**src/rtl/ads_serial_capture.sv**
```systemverilog
// Serial capture engine for daisy-chained ADS1672-class converters.
// Drives sclk/fsx/start and deserialises NUM_CH words per frame.
`timescale 1ns/1ps
module ads_serial_capture #(
  parameter int DATA_WIDTH  = 24,
  parameter int NUM_CH      = 1,
  parameter int SCLK_DIV    = 2,
  parameter int TIMEOUT_CYC = 65536
) (
  input  logic clk,
  input  logic rst_n,
  input  logic measure,
  input  logic continuous,
  input  logic drdy_n,
  input  logic drr,
  output logic sclk,
  output logic fsx,
  output logic start,
  output logic [DATA_WIDTH-1:0] data_out,
  output logic [(NUM_CH > 1 ? $clog2(NUM_CH) : 1)-1:0] data_ch,
  output logic data_valid,
  output logic busy,
  output logic overrun,
  output logic timeout
);

  localparam int CHW = (NUM_CH > 1) ? $clog2(NUM_CH) : 1;
  localparam int BCW = (DATA_WIDTH > 1) ? $clog2(DATA_WIDTH) : 1;
  localparam int DVW = (SCLK_DIV > 1) ? $clog2(SCLK_DIV) : 1;
  localparam int TCW = (TIMEOUT_CYC > 1) ? $clog2(TIMEOUT_CYC) : 1;

  localparam logic [CHW-1:0] CH_LAST  = CHW'(NUM_CH - 1);
  localparam logic [BCW-1:0] BIT_LAST = BCW'(DATA_WIDTH - 1);
  localparam logic [DVW-1:0] DIV_LAST = DVW'(SCLK_DIV - 1);
  localparam logic [TCW-1:0] TMO_LAST = TCW'(TIMEOUT_CYC - 1);

  typedef enum logic [2:0] {
    S_IDLE,
    S_ARM,
    S_FRAME,
    S_SHIFT,
    S_DONE
  } state_t;

  state_t state_q, state_d;

  logic sync1_q, sync2_q, sync3_q;
  logic [DVW-1:0] div_q, div_d;
  logic sclk_q, sclk_d;
  logic [BCW-1:0] bit_q, bit_d;
  logic [CHW-1:0] ch_q, ch_d;
  logic [TCW-1:0] tmo_q, tmo_d;
  logic [DATA_WIDTH-2:0] shreg_q, shreg_d;
  logic [DATA_WIDTH-1:0] data_out_q, data_out_d;
  logic [CHW-1:0] data_ch_q, data_ch_d;
  logic valid_q, valid_d;
  logic overrun_q, overrun_d;
  logic timeout_q, timeout_d;

  logic drdy_fall;
  logic in_ser;
  logic div_last;
  logic sclk_rise;
  logic [DATA_WIDTH-1:0] word;

  assign drdy_fall = sync3_q & ~sync2_q;
  assign in_ser    = (state_q == S_FRAME) ||
                     (state_q == S_SHIFT);
  assign div_last  = (div_q == DIV_LAST);
  assign sclk_rise = in_ser & ~sclk_q & div_last;
  assign word      = {shreg_q, drr};

  always_comb begin
    state_d    = state_q;
    div_d      = div_q;
    sclk_d     = sclk_q;
    bit_d      = bit_q;
    ch_d       = ch_q;
    tmo_d      = tmo_q;
    shreg_d    = shreg_q;
    data_out_d = data_out_q;
    data_ch_d  = data_ch_q;
    valid_d    = 1'b0;
    overrun_d  = overrun_q;
    timeout_d  = timeout_q;

    if (in_ser) begin
      if (div_last) begin
        div_d  = '0;
        sclk_d = ~sclk_q;
      end else begin
        div_d = div_q + 1'b1;
      end
    end

    unique case (state_q)
      S_IDLE: begin
        if (measure) begin
          state_d   = S_ARM;
          tmo_d     = '0;
          timeout_d = 1'b0;
          overrun_d = 1'b0;
        end
      end
      S_ARM: begin
        // a data-ready edge beats a simultaneous expiry
        if (drdy_fall) begin
          state_d = S_FRAME;
          div_d   = '0;
          sclk_d  = 1'b0;
        end else if (tmo_q == TMO_LAST) begin
          state_d   = S_IDLE;
          timeout_d = 1'b1;
        end else begin
          tmo_d = tmo_q + 1'b1;
        end
      end
      S_FRAME: begin
        if (drdy_fall) overrun_d = 1'b1;
        if (sclk_q && div_last) begin
          state_d = S_SHIFT;
          bit_d   = '0;
          ch_d    = '0;
        end
      end
      S_SHIFT: begin
        if (drdy_fall) overrun_d = 1'b1;
        if (sclk_rise) begin
          shreg_d = word[DATA_WIDTH-2:0];
          if (bit_q == BIT_LAST) begin
            bit_d      = '0;
            data_out_d = word;
            data_ch_d  = ch_q;
            valid_d    = 1'b1;
            if (ch_q == CH_LAST) begin
              state_d = S_DONE;
              sclk_d  = 1'b0;
              div_d   = '0;
            end else begin
              ch_d = ch_q + 1'b1;
            end
          end else begin
            bit_d = bit_q + 1'b1;
          end
        end
      end
      S_DONE: begin
        if (continuous) begin
          state_d = S_ARM;
          tmo_d   = '0;
        end else begin
          state_d = S_IDLE;
        end
      end
      default: state_d = S_IDLE;
    endcase
  end

  always_ff @(posedge clk or negedge rst_n) begin
    if (!rst_n) begin
      state_q    <= S_IDLE;
      sync1_q    <= 1'b1;
      sync2_q    <= 1'b1;
      sync3_q    <= 1'b1;
      div_q      <= '0;
      sclk_q     <= 1'b0;
      bit_q      <= '0;
      ch_q       <= '0;
      tmo_q      <= '0;
      shreg_q    <= '0;
      data_out_q <= '0;
      data_ch_q  <= '0;
      valid_q    <= 1'b0;
      overrun_q  <= 1'b0;
      timeout_q  <= 1'b0;
    end else begin
      state_q    <= state_d;
      sync1_q    <= drdy_n;
      sync2_q    <= sync1_q;
      sync3_q    <= sync2_q;
      div_q      <= div_d;
      sclk_q     <= sclk_d;
      bit_q      <= bit_d;
      ch_q       <= ch_d;
      tmo_q      <= tmo_d;
      shreg_q    <= shreg_d;
      data_out_q <= data_out_d;
      data_ch_q  <= data_ch_d;
      valid_q    <= valid_d;
      overrun_q  <= overrun_d;
      timeout_q  <= timeout_d;
    end
  end

  assign busy       = (state_q != S_IDLE);
  assign start      = busy;
  assign sclk       = sclk_q;
  assign fsx        = (state_q == S_FRAME);
  assign data_out   = data_out_q;
  assign data_ch    = data_ch_q;
  assign data_valid = valid_q;
  assign overrun    = overrun_q;
  assign timeout    = timeout_q;

endmodule
```
**config.mk**
```make
export PLATFORM = sky130hd
export DESIGN_NAME = ads_serial_capture
export DESIGN_NICKNAME = d
export VERILOG_FILES = /design/src/rtl/ads_serial_capture.sv
export SDC_FILE = /design/constraint.sdc
export NUM_CORES = 1
export LEC_CHECK = 0
export CAP_MARGIN = 25
export CORE_UTILIZATION = 56
export DETAILED_ROUTE_END_ITERATION = 10
export GPL_TIMING_DRIVEN = 0
export HOLD_SLACK_MARGIN = 0.06
export PLACE_DENSITY = 0.75
export RECOVER_POWER = 25
export SLEW_MARGIN = 20
export SYNTH_ARGS = -nofsm -noshare
export SYNTH_HDL_FRONTEND = slang
export SYNTH_SLANG_ARGS = --single-unit
```
**constraint.sdc**
```tcl
create_clock -name clk -period 2.7 [get_ports clk]
set_clock_uncertainty 0.2 [all_clocks]
set_input_delay 0.405 -clock clk [delete_from_list [all_inputs] [get_ports clk]]
set_output_delay 0.405 -clock clk [all_outputs]
set_load 0.02 [all_outputs]
```
Word level (Yosys, flattened, before mapping). Index checks and enable logic that the tools add are counted.

Flip-flop bits (word level): 81. Input port bits: 6. Word-level logic and storage cells: 104.

Add/subtract/negate cells: 4. Eq/ne operators: 17. Mux-type cells: 46. Bitwise operators: 5. Reductions and logical operators: 17.

Operator list (count): two-way mux 16 bit (4); case mux 16 bit (3 select lines) (1); two-way mux 1 bit (24); two-way mux 3 bit (7); adder 16 x 1 -> 16 bit (second input constant) (1); equality test 16 bit (second input constant) (1); two-way mux 5 bit (3); case mux 3 bit (5 select lines) (1); != test 2 bit (second input constant) (7); case mux 1 bit (2 select lines) (5); case mux 5 bit (2 select lines) (1); AND reduction 3 bit (3); AND reduction 4 bit (2); equality test 3 x 2 -> 1 bit (second input constant) (2); != test 2 x 1 -> 1 bit (second input constant) (3); AND reduction 6 bit (1); nonzero test 2 bit (3); nonzero test 3 bit (2); adder 5 x 1 -> 5 bit (second input constant) (1); equality test 5 bit (second input constant) (1); AND reduction 5 bit (1); AND 1 bit (3); equality test 3 x 1 -> 1 bit (second input constant) (1); equality test 3 bit (second input constant) (1); other kinds (8) (10).

Longest topological paths before layout.
Depth in word-level cells: 7. Depth in mapped cells: 7. Gate-level depth less buffers: 5.

Worst setup path before layout. Ideal clock, no wire load.

Kind: register to register. Start point: reg tmo_q[0]. End point: reg tmo_q[2]. Library setup time: 126 ps. Arrival time: 1780 ps. Data required time: 2374 ps. Slack: 595 ps. Cell stages (with the launch flop): 8. Path buffers: 2. Clock period less this slack: 2105 ps. Cells stage by stage: dfrtp_1 ha_1 nand4_2 buf_6 or4_4 buf_6 a41oi_2 o21ai_1.

Word-level cells in the longest chain between the ends: 4. Elaborated cells on any way between the ends: 7.

Ends and longest elaborated chain: start: declaration (RTL line 52) `logic [TCW-1:0] tmo_q, tmo_d;`; start signal: assignment (RTL line 185) `tmo_q <= tmo_d;`; adder 16 x 1 -> 16 bit (RTL line 115) `tmo_d = tmo_q + 1'b1;`; two-way mux 16 bit (RTL line 111) `end else if (tmo_q == TMO_LAST) begin`; two-way mux 16 bit (RTL line 107) `if (drdy_fall) begin`; case mux 16 bit (3 select lines) (RTL line 96) `unique case (state_q)`.

Several ways; a longest one is shown, not always the timed one. The select of a mux whose other input is x is not followed. A chain may end at the register's enable or synchronous reset.

Worst setup path after layout.
Start point: reg state_q[0]. End point: out start.

Word-level cells in the longest chain between the ends: 1.

Ends and longest elaborated chain: start: declaration (RTL line 45) `state_t state_q, state_d;`; start signal: assignment (RTL line 177) `state_q <= state_d;`; nonzero test 3 bit (RTL line 195) `assign busy = (state_q != S_IDLE);`; end: declaration (RTL line 18) `output logic start,`.

Every way passes these cells.

==> metrics.md <==
| Metric | Value |
|---|---|
| Status | `complete, no violations` |
| Vias per cell | `5.89` |
| Row Count | `28` |
| Die ar. | `6690 um2` |
| Chip width | `81.8 um` |
| Origin of the critical flop-to-flop path | `state_q[1]$_DFFE_PN0P_` |
| Max Slew Vio Count | `0` |
| R2R depth | `4` |
| Unique masters post-synth | `52` |
| Crit path time final | `2.60 ns` |
| H-tree Lvls | `3` |
| Area Growth Syn to Fin | `18.3%` |
| Met2 Use GR | `33.9%` |
| Ys Warns | `0` |
| Clk_lat worst skew | `0.35 ns` |
| Critical Path Max Stage Delay | `0.52 ns` |
| Total GRT Usage | `22.5%` |
| Slew headroom | `24.3%` |
| Post-synthesis xor/xnor area fraction | `0%` |
| Die height | `81.8 um` |
| Register area share after synthesis | `55.6%` |
| Worst-path maximum fanout | `10` |
| Seq cells post-synth | `79` |
| # IOs | `38` |
| Met3 Resource Use GR | `6.00%` |
| Comb power frac | `22.4%` |
| Crit path DAT | `2.00 ns` |
| Nets | `344` |
| MaxCap Viol Count | `0` |
| Post-synthesis cell area | `3560 um2` |
| Clk network pwr share | `25.9%` |
| Routed len/inst | `16.0 um` |
| Core Box Area | `6030 um2` |
| Worst setup margin | `0.0994 ns` |
| CTS tree | `built` |
| P_leak | `0.00185 uW` |
| First-pass GRT wire length | `11.2 mm` |
| Diodes inserted | `0` |
| Filler cell count | `440` |
| Drt first-iter violations | `139` |
| Grt met1 use | `30.5%` |
| Max frequency | `385 MHz` |
| Part of the cycle the worst path needs | `96.3%` |
| Terminus of the critical flop-to-flop path | `data_out[14]$_DFFE_PN0P_` |
| Final ANT Viol Nets | `0` |
| Cells after synthesis | `288` |
| Placer Congestion | `0.825` |
| Register share of total power | `51.7%` |
| CP Data Required Time | `2.10 ns` |
| Port bufs | `36` |
| Critical path's slowest cell | `clkdlybuf4s50_1` |
| Final HPWL DP | `4.44 mm` |
| First-pass DRT Iterations | `4` |
| Synthesized Nets | `297` |
| Post-synth ARST share | `100%` |
| Sw Share | `33.1%` |
| Pin count of the biggest net entering global routing | `47` |
| Startpoint types | `register` |
| Count leader, synth | `dfrtp_1` |
| Vias in the first global route | `2364` |
| Clock net sink count | `79` |
| Hold Path End | `sync2_q$_DFF_PN1_` |
| Initial core utilization | `59.1%` |
| Synth top area share | `53.4%` |
| Clk buf depth | `2` |
| P_sw | `1030 uW` |
| Routed via count | `2446` |
| CTS Root Cell | `clkbuf_8` |
| Post-CTS Setup Inserts | `0` |
| Largest family of logic cells by synthesized area | `multiplexers` |
| Most Used Layer, Global Route | `met2` |
| CP Class | `reg -> out` |
| Synth Area in Adders | `1.05%` |
| Final Power | `3130 uW` |
| Reg2Reg Setup Slack | `0.19 ns` |
| Commonest cells post-synth | `76 x dfrtp_1, 47 x mux2_2, 14 x nand2_1, 12 x o21ai_0, 9 x nor2_1` |
| Post-synthesis compound-gate area fraction | `11.4%` |
| Final hold violation count | `0` |
| Clk slew on worst S/H paths | `0.09 ns` |
| Post-synth EDFFs | `0` |
| Critical path endpoint category | `output port` |
| Setup tns final | `0 ns` |
| Setup violations, final | `0` |
| RSZ-0062 raised after global routing | `no` |
| Simple-Gate Fraction of Synth Area | `12.5%` |
| Layout cell share with drive strength beyond 1 | `26.8%` |
| Final WL | `6.65 mm` |
| Hold WC Path Type | `reg -> reg` |
| Initial antenna violation count | `0` |
| Main area contributors after synthesis | `dfrtp_1 53%, mux2_2 15%, dfstp_2 2.2%, o21ai_0 1.7%, nand2_1 1.5%` |
| Dominant synthesized flop cell | `dfrtp_1` |
| Hold-critical path depth | `0` |
| Worst hold start | `sync1_q$_DFF_PN1_` |
| Worst slew pin tran | `1.14 ns` |
| Power Density | `742 nW/um2` |
| VDD IR max | `0.496 mV` |
| Drc violations | `0` |
| Mapped Avg Cell Area | `12.4 um2` |
| Multiplexer share of the synthesized area | `16.0%` |
| CTS buffer count | `9` |
| Largest area contributor in the netlist | `dfrtp_1` |
| Critical path, cell by cell | `clkbuf_2 > or3_1 > buf_4 > clkdlybuf4s50_1` |
| Total grt overflow | `0` |
| Internal Power | `2090 uW` |
| Post-Place Worst Slack | `0.293 ns` |
## through the flow
stage / util, % / hold slack, ns / instances / area (um2)
after floorplan: - / -0.0906 / 288 / 3560
after global placement: 66.7 / 0.147 / 399 / 4020
after detailed placement: 67.0 / 0.147 / 400 / 4040
after CTS: 70.0 / 0.160 / 415 / 4220
after global routing: 70.0 / 0.172 / 415 / 4220
final: 70.0 / 0.165 / 415 / 4220
## layout by cell type, fill, tap and decap left out, types with 3 or more instances in the layout
master and count:
a21oi_1 6, a221o_1 3, a31oi_1 7, buf_2 3, buf_4 4, buf_6 3
clkbuf_2 3, clkbuf_8 9, clkdlybuf4s50_1 34, dfrtp_1 75, ha_1 3, inv_1 7
inv_6 3, mux2_2 47, mux2i_1 4, nand2_1 14, nand2b_1 5, nand3_1 8
nand3b_1 3, nand4_1 5, nor2_1 9, nor3_1 8, nor4_1 6, o211ai_1 3
o21ai_0 12, o21ai_1 3, o31a_1 3, o31ai_1 5, or3_1 3
## area by class of cell
| cell class | count | area [um2] | area share (%) |
|---|---|---|---|
| Buffer | 12 | 88.8 | 2.11 |
| Clock buffer | 9 | 124 | 2.94 |
| Clock inverter | 7 | 55.1 | 1.31 |
| Inverter | 7 | 26.3 | 0.623 |
| Multi-Input combinational cell | 188 | 1460 | 34.7 |
| Sequential cell | 79 | 1980 | 47.0 |
| Tap cell | 75 | 93.8 | 2.23 |
| Timing Repair Buffer | 38 | 385 | 9.14 |
## critical path: cells and delay by family (launching register included)
family	cells	cell delay, ns
buffers and inverters	3	0.86
AND/OR/NAND/NOR	1	0.35
flip-flops	1	0.44
## power by group through the flow
stage | Combinational, uW | Clock (uW) | Sequential (uW)
2_1_floorplan | 537 | 0 | 1580
3_3_place_gp | 672 | 0 | 1620
3_5_place_dp | 703 | 0 | 1630
4_1_cts | 708 | 832 | 1610
5_1_grt | 785 | 876 | 1650
6_report | 701 | 811 | 1620
## registers in the layout, indices dropped and copies added (netlist names)
name / cells
bit_q: 5
data_out: 24
data_valid: 1
div_last: 1
overrun: 1
sclk: 1
shreg_q: 23
state_q: 3
sync1_q: 1
sync2_q: 1
sync3_q: 1
timeout: 1
tmo_q: 16
## cell families (layout without fill, tap and decap cells)
family	after synthesis	count (layout)
flops	79	79
simple gates	75	75
compound gates	58	58
mux	51	51
buf+inv	21	73
fa+ha+maj	3	3
other cells	1	1
## worst max path at each step
stage | start | to | slack [ns]
2_1_floorplan | tmo_q[0]$_DFFE_PN0P_ | tmo_q[2]$_DFFE_PN0P_ | 0.59
3_3_place_gp | rst_n | data_out[19]$_DFFE_PN0P_ | -1.72
3_5_place_dp | bit_q[1]$_DFFE_PN0P_ | data_out[19]$_DFFE_PN0P_ | 0.29
4_1_cts | state_q[0]$_DFFE_PN0P_ | start | 0.04
5_1_grt | state_q[1]$_DFFE_PN0P_ | data_out[11]$_DFFE_PN0P_ | 0.005
6_report | state_q[0]$_DFFE_PN0P_ | start | 0.1
## timing repair
item	in CTS	in global routing
pin swaps	0	0
resized for setup	0	3
endpoints found under the setup margin	1	4
hold buffers	1	0
gates cloned	0	0
hold endpoints to repair	42	0
## per-layer routing
layer	part of all wire [%]	vias to the layer above
li1	-	1171
met1	48	1195
met2	46	71
met3	5.0	9
met4	1.5	0
met5	0	-
(Power assumes the default switching activity.)
